File: config.mk
export PLATFORM = sky130hd
export DESIGN_NAME = mmio64_to_axil32
export DESIGN_NICKNAME = d
export VERILOG_FILES = /design/src/rtl/mmio64_to_axil32.sv
export SDC_FILE = /design/constraint.sdc
export NUM_CORES = 1
export LEC_CHECK = 0
export ABC_AREA = 1
export CAP_MARGIN = 20
export CORE_AREA = 2 2 184 96
export CTS_CLUSTER_SIZE = 40
export DETAILED_ROUTE_END_ITERATION = 10
export DIE_AREA = 0 0 186 98
export PLACE_DENSITY = 0.83
export SYNTH_ARGS = -nofsm -noshare
export SYNTH_HDL_FRONTEND = slang
export SYNTH_SLANG_ARGS = --single-unit
File: constraint.sdc
create_clock -name clk -period 18 [get_ports clk]
set_clock_uncertainty 0.2 [all_clocks]
set_input_delay 3.6 -clock clk [delete_from_list [all_inputs] [get_ports clk]]
set_output_delay 3.6 -clock clk [all_outputs]
set_load 0.02 [all_outputs]
File: src/rtl/mmio64_to_axil32.sv
// Bridges a 64-bit AXI-lite MMIO slave port onto a 32-bit AXI4-lite register bus.
// 64-bit accesses are split into two 32-bit accesses (low word first), and their responses are merged.
module mmio64_to_axil32 #(
  parameter int unsigned ADDR_WIDTH = 18,
  parameter int unsigned ID_WIDTH   = 9,
  parameter int unsigned USER_WIDTH = 1
) (
  input  logic                  clk,
  input  logic                  reset,
  input  logic                  s_axi_awvalid,
  output logic                  s_axi_awready,
  input  logic [ID_WIDTH-1:0]   s_axi_awid,
  input  logic [ADDR_WIDTH-1:0] s_axi_awaddr,
  input  logic [2:0]            s_axi_awsize,
  input  logic [USER_WIDTH-1:0] s_axi_awuser,
  input  logic                  s_axi_wvalid,
  output logic                  s_axi_wready,
  input  logic [63:0]           s_axi_wdata,
  input  logic [7:0]            s_axi_wstrb,
  output logic                  s_axi_bvalid,
  input  logic                  s_axi_bready,
  output logic [ID_WIDTH-1:0]   s_axi_bid,
  output logic [1:0]            s_axi_bresp,
  output logic [USER_WIDTH-1:0] s_axi_buser,
  input  logic                  s_axi_arvalid,
  output logic                  s_axi_arready,
  input  logic [ID_WIDTH-1:0]   s_axi_arid,
  input  logic [ADDR_WIDTH-1:0] s_axi_araddr,
  input  logic [2:0]            s_axi_arsize,
  input  logic [USER_WIDTH-1:0] s_axi_aruser,
  output logic                  s_axi_rvalid,
  input  logic                  s_axi_rready,
  output logic [ID_WIDTH-1:0]   s_axi_rid,
  output logic [63:0]           s_axi_rdata,
  output logic [1:0]            s_axi_rresp,
  output logic [USER_WIDTH-1:0] s_axi_ruser,
  output logic                  m_axi_awvalid,
  input  logic                  m_axi_awready,
  output logic [ADDR_WIDTH-1:0] m_axi_awaddr,
  output logic                  m_axi_wvalid,
  input  logic                  m_axi_wready,
  output logic [31:0]           m_axi_wdata,
  output logic [3:0]            m_axi_wstrb,
  input  logic                  m_axi_bvalid,
  output logic                  m_axi_bready,
  input  logic [1:0]            m_axi_bresp,
  output logic                  m_axi_arvalid,
  input  logic                  m_axi_arready,
  output logic [ADDR_WIDTH-1:0] m_axi_araddr,
  input  logic                  m_axi_rvalid,
  output logic                  m_axi_rready,
  input  logic [31:0]           m_axi_rdata,
  input  logic [1:0]            m_axi_rresp
);

  typedef enum logic [1:0] {StIdle, StLo, StHi, StResp} state_e;

  state_e                wstate_q, wstate_d, rstate_q, rstate_d;
  logic                  aw_done_q, aw_done_d, w_done_q, w_done_d;
  logic                  ar_done_q, ar_done_d;
  logic                  wr_cap, rd_cap;
  logic [ID_WIDTH-1:0]   wid_q, rid_q;
  logic [USER_WIDTH-1:0] wuser_q, ruser_q;
  logic [ADDR_WIDTH-1:0] waddr_q, raddr_q;
  logic [63:0]           wdata_q, rdata_q, rdata_d;
  logic [7:0]            wstrb_q;
  logic [1:0]            bresp_q, bresp_d, rresp_q, rresp_d;
  logic                  rwide_q;
  logic                  unused_bits;

  assign unused_bits = ^{s_axi_awsize, s_axi_awaddr[2:0], s_axi_araddr[1:0]};

  // Write FSM: an empty strobe byte-half skips its downstream access entirely.
  always_comb begin
    wstate_d      = wstate_q;
    aw_done_d     = aw_done_q;
    w_done_d      = w_done_q;
    bresp_d       = bresp_q;
    wr_cap        = 1'b0;
    s_axi_awready = 1'b0;
    s_axi_wready  = 1'b0;
    s_axi_bvalid  = 1'b0;
    m_axi_awvalid = 1'b0;
    m_axi_wvalid  = 1'b0;
    m_axi_bready  = 1'b0;
    case (wstate_q)
      StIdle: begin
        if (!reset && s_axi_awvalid && s_axi_wvalid) begin
          s_axi_awready = 1'b1;
          s_axi_wready  = 1'b1;
          wr_cap        = 1'b1;
          aw_done_d     = 1'b0;
          w_done_d      = 1'b0;
          bresp_d       = 2'b00;
          if (s_axi_wstrb[3:0] != 4'h0) wstate_d = StLo;
          else if (s_axi_wstrb[7:4] != 4'h0) wstate_d = StHi;
          else wstate_d = StResp;
        end
      end
      StLo, StHi: begin
        m_axi_awvalid = !aw_done_q;
        m_axi_wvalid  = !w_done_q;
        m_axi_bready  = aw_done_q && w_done_q;
        if (m_axi_awvalid && m_axi_awready) aw_done_d = 1'b1;
        if (m_axi_wvalid && m_axi_wready) w_done_d = 1'b1;
        if (m_axi_bready && m_axi_bvalid) begin
          aw_done_d = 1'b0;
          w_done_d  = 1'b0;
          if (m_axi_bresp > bresp_q) bresp_d = m_axi_bresp;
          wstate_d = (wstate_q == StLo && wstrb_q[7:4] != 4'h0) ? StHi : StResp;
        end
      end
      StResp: begin
        s_axi_bvalid = 1'b1;
        if (s_axi_bready) wstate_d = StIdle;
      end
      default: wstate_d = StIdle;
    endcase
  end

  // Read FSM: a narrow read returns its word replicated on both lanes.
  always_comb begin
    rstate_d      = rstate_q;
    ar_done_d     = ar_done_q;
    rresp_d       = rresp_q;
    rdata_d       = rdata_q;
    rd_cap        = 1'b0;
    s_axi_arready = 1'b0;
    s_axi_rvalid  = 1'b0;
    m_axi_arvalid = 1'b0;
    m_axi_rready  = 1'b0;
    case (rstate_q)
      StIdle: begin
        s_axi_arready = !reset;
        if (!reset && s_axi_arvalid) begin
          rd_cap    = 1'b1;
          ar_done_d = 1'b0;
          rresp_d   = 2'b00;
          rstate_d  = StLo;
        end
      end
      StLo, StHi: begin
        m_axi_arvalid = !ar_done_q;
        m_axi_rready  = ar_done_q;
        if (m_axi_arvalid && m_axi_arready) ar_done_d = 1'b1;
        if (m_axi_rready && m_axi_rvalid) begin
          ar_done_d = 1'b0;
          if (m_axi_rresp > rresp_q) rresp_d = m_axi_rresp;
          if (rstate_q == StHi) begin
            rdata_d  = {m_axi_rdata, rdata_q[31:0]};
            rstate_d = StResp;
          end else if (rwide_q) begin
            rdata_d  = {rdata_q[63:32], m_axi_rdata};
            rstate_d = StHi;
          end else begin
            rdata_d  = {m_axi_rdata, m_axi_rdata};
            rstate_d = StResp;
          end
        end
      end
      StResp: begin
        s_axi_rvalid = 1'b1;
        if (s_axi_rready) rstate_d = StIdle;
      end
      default: rstate_d = StIdle;
    endcase
  end

  always_ff @(posedge clk) begin
    if (reset) begin
      wstate_q  <= StIdle;
      rstate_q  <= StIdle;
      aw_done_q <= 1'b0;
      w_done_q  <= 1'b0;
      ar_done_q <= 1'b0;
    end else begin
      wstate_q  <= wstate_d;
      rstate_q  <= rstate_d;
      aw_done_q <= aw_done_d;
      w_done_q  <= w_done_d;
      ar_done_q <= ar_done_d;
    end
  end

  // Payload registers are only observed after a capture, so they need no reset.
  always_ff @(posedge clk) begin
    bresp_q <= bresp_d;
    rresp_q <= rresp_d;
    rdata_q <= rdata_d;
    if (wr_cap) begin
      wid_q   <= s_axi_awid;
      wuser_q <= s_axi_awuser;
      waddr_q <= {s_axi_awaddr[ADDR_WIDTH-1:3], 3'b000};
      wdata_q <= s_axi_wdata;
      wstrb_q <= s_axi_wstrb;
    end
    if (rd_cap) begin
      rid_q   <= s_axi_arid;
      ruser_q <= s_axi_aruser;
      rwide_q <= (s_axi_arsize == 3'd3);
      raddr_q <= (s_axi_arsize == 3'd3) ? {s_axi_araddr[ADDR_WIDTH-1:3], 3'b000}
                                        : {s_axi_araddr[ADDR_WIDTH-1:2], 2'b00};
    end
  end

  assign m_axi_awaddr = {waddr_q[ADDR_WIDTH-1:3], (wstate_q == StHi), 2'b00};
  assign m_axi_wdata  = (wstate_q == StHi) ? wdata_q[63:32] : wdata_q[31:0];
  assign m_axi_wstrb  = (wstate_q == StHi) ? wstrb_q[7:4] : wstrb_q[3:0];
  assign m_axi_araddr = (rstate_q == StHi) ? {raddr_q[ADDR_WIDTH-1:3], 3'b100} : raddr_q;
  assign s_axi_bid    = wid_q;
  assign s_axi_buser  = wuser_q;
  assign s_axi_bresp  = bresp_q;
  assign s_axi_rid    = rid_q;
  assign s_axi_ruser  = ruser_q;
  assign s_axi_rdata  = rdata_q;
  assign s_axi_rresp  = rresp_q;

endmodule

==> results.yml <==
run_status:
  outcome: "finished, final reports clean"
die:
  core-area_mm2: 0.0168
  rows: 34
  die_x_um: 186
  die_area_mm2: 0.0182
  chipHeight_um: 98
  start_util: 0.427
  io_pins: 352
finish:
  nets: 926
  n_antenna_cell: 0
  area_delta_synth_final_pct: 58.0
  final_cells: 979
  final_core_util: 0.674
  drive_gt1_frac: 0.0993
cts:
  post_cts_buffers: 0
  clockRootBuffer: "clkbuf_16"
  htreeDepth: 4
  clockBufferDepth: 2
  cts_tree: "built"
  clk_pin_slew_ps: 80
  cts_resized: 0
  clk-insertion-delay-late_ps: 420
  ctsHoldBuffers: 0
  cts_sinks: 199
  cts_inserted_buffers: 17
yosys:
  synth_top_area_share: 0.804
  yosysWarnings: 0
  post_synth.cell_area_avg_um2: 18.3
  yosysSeqAreaShare: 0.824
  synthCells: 391
  yosys-top-cells-area: "edfxtp_1, mux2_2, buf_4"
  synth_top_area_cell: "edfxtp_1"
  synth.distinct_cells: 23
  synth-seq-cells: 199
  syn-cell-area_mm2: 0.00717
route:
  via_per_inst: 4.64
  routedWlPerCell_um: 19.3
  route.detailed.drc: 0
  dr.pass1.iters: 4
  vias: 4542
  ant_nets: 0
  wirelength_mm: 18.9
  dr.first_iter.drc_count: 300
timing:
  tns_ps: 0
  slew_violations: 0
  finalCritPeriodShare: 0.547
  maxSlewHeadroom: 0.328
  fmax_ghz: 0.102
  rsz0062_at_grt: "false"
  max_slew.worst_pin.slew_ps: 1010
  period_needed_ps: 9850
  final_hold_viol_count: 0
  finalSetupViolCount: 0
power_and_ir_drop:
  swShare: 0.299
  switchingPower_mw: 0.390
  p_leak_nw: 4.02
  power_frac_comb: 0.262
  powerDensity_mw_per_mm2: 115
  seqPwrFrac: 0.440
  power.share.clock: 0.297
  p_int_mw: 0.915
  vdd_drop_max_uv: 85.6
placed_design:
  dp_hpwl_mm: 14.2
  place_congestion: 0.823
  io_buffers: 339
  dp_cells: 947
grt:
  grtUsageMet3: 0.0489
  grt_pass1_wl_mm: 27.1
  grt.overflow.total: 0
  grt_max_degree: 68
  grt_pass1_vias: 4711
  met1_usage: 0.242
  grt_use_met2: 0.363
  grt_usage: 0.203
  top_usage_layer: "met2"
  antenna_found_initial: 0
run:
  maxCapViolations: 0
critical_path:
  reg2reg_to: "wdata_q[37]$_DFFE_PP_"
  r2r-start: "wstate_q[0]$_SDFFE_PP0P_"
  worstSetupPathType: "input port to output pin"
  required_ps: 14200
  reg2reg_depth: 5
  cp.arrival_ps: 6050
  startpoint_type: "input port"
  cp_max_fo: 33
  r2r_slack_ps: 14990
  cp-end-kind: "output pin"
hold_path:
  holdPathStages: 2
  min_from: "wstate_q[0]$_SDFFE_PP0P_"
  holdPathEnd: "wstate_q[0]$_SDFFE_PP0P_"
  hp-class: "register to register"
[worst max-delay path by stage]
stage / startpoint / end / slack, ps
floorplan: reset / s_axi_wready / 5470
global placement: reset / s_axi_awready / 8260
detailed placement: reset / s_axi_awready / 8160
CTS: reset / s_axi_awready / 8140
global route: reset / s_axi_awready / 8030
finish: reset / s_axi_awready / 8150
[final cells by class]
cell class	instances	area (um2)
inverters	30	113
multi-input cells	141	991
well taps	234	293
clock buffers	17	425
repair buffers	343	3420
flip-flops and latches	199	5910
clock inverters	15	178
fillers	1142	5480
[synthesized netlist by cell type, drive strengths merged]
master  instances
nand3           7
inv            30
buf            24
edfxtp        192
mux2           36
dfxtp           7
nor3            1
o21bai          1
nand2          35
or2             1
nor2           30
ha             12
o21ai           6
a21oi           7
conb            1
o211ai          1
[sequential cells by signal, indices dropped and copies added (netlist names), 2 cells and up]
signal and cells:
s_axi_rdata 64, wstrb_q 8, wdata_q 64, raddr_q 16, s_axi_bresp 2, s_axi_rid 9
waddr_q 15, s_axi_rresp 2, s_axi_bid 9, rstate_q 2, wstate_q 2
[stage by stage]
step | hold slack, ps | total power [mW] | area, um2 | setup WS (ps)
5_1_grt | 363 | 1.36 | 11300 | 8030
6_report | 342 | 1.30 | 11300 | 8150
4_1_cts | 344 | 1.32 | 11300 | 8140
2_1_floorplan | 280 | 0.769 | 7180 | 5470
3_5_place_dp | 328 | 0.928 | 10700 | 8160
3_3_place_gp | 298 | 0.910 | 10700 | 8260
[power groups by stage]
stage,clock [mW],combinational [mW],sequential [mW]
2_1_floorplan,0,0.163,0.606
3_3_place_gp,0,0.329,0.582
3_5_place_dp,0,0.343,0.585
4_1_cts,0.397,0.345,0.575
5_1_grt,0.413,0.366,0.579
6_report,0.388,0.342,0.574
[cells by family after synthesis]
group	count (synthesis)	synth area share
adder cells (fa/ha/maj)	12	0.0209
AND/OR/NAND/NOR	74	0.0429
multiplexers	36	0.0565
AO/OA/AOI/OAI	15	0.0129
flip-flops	199	0.824
other	1	0.000523
buffers and inverters	54	0.0424
[placed cells by master (no fill, tap or decap), drive strengths merged, types with 2 or more instances in the layout]
cell type and count:
a21oi 7, buf 4, clkbuf 17, clkdlybuf4s50 339, clkinv 4, clkinvlp 2, conb 4, dfxtp 7
edfxtp 192, ha 12, inv 38, mux2 36, nand2 35, nand3 7, nor2 30, o21ai 6
[worst max-delay path: stages]
cell	delay [ps]
clkdlybuf4s50_1	500
inv_2	200
nand3_2	170
nor2_4	770
clkdlybuf4s50_1	760
[metal layers]
layer,up-vias,part of all wire
met5,-,0
met2,171,0.53
met4,0,0.018
met3,23,0.065
met1,2269,0.39
li1,2079,-
(Power assumes the default switching activity.)
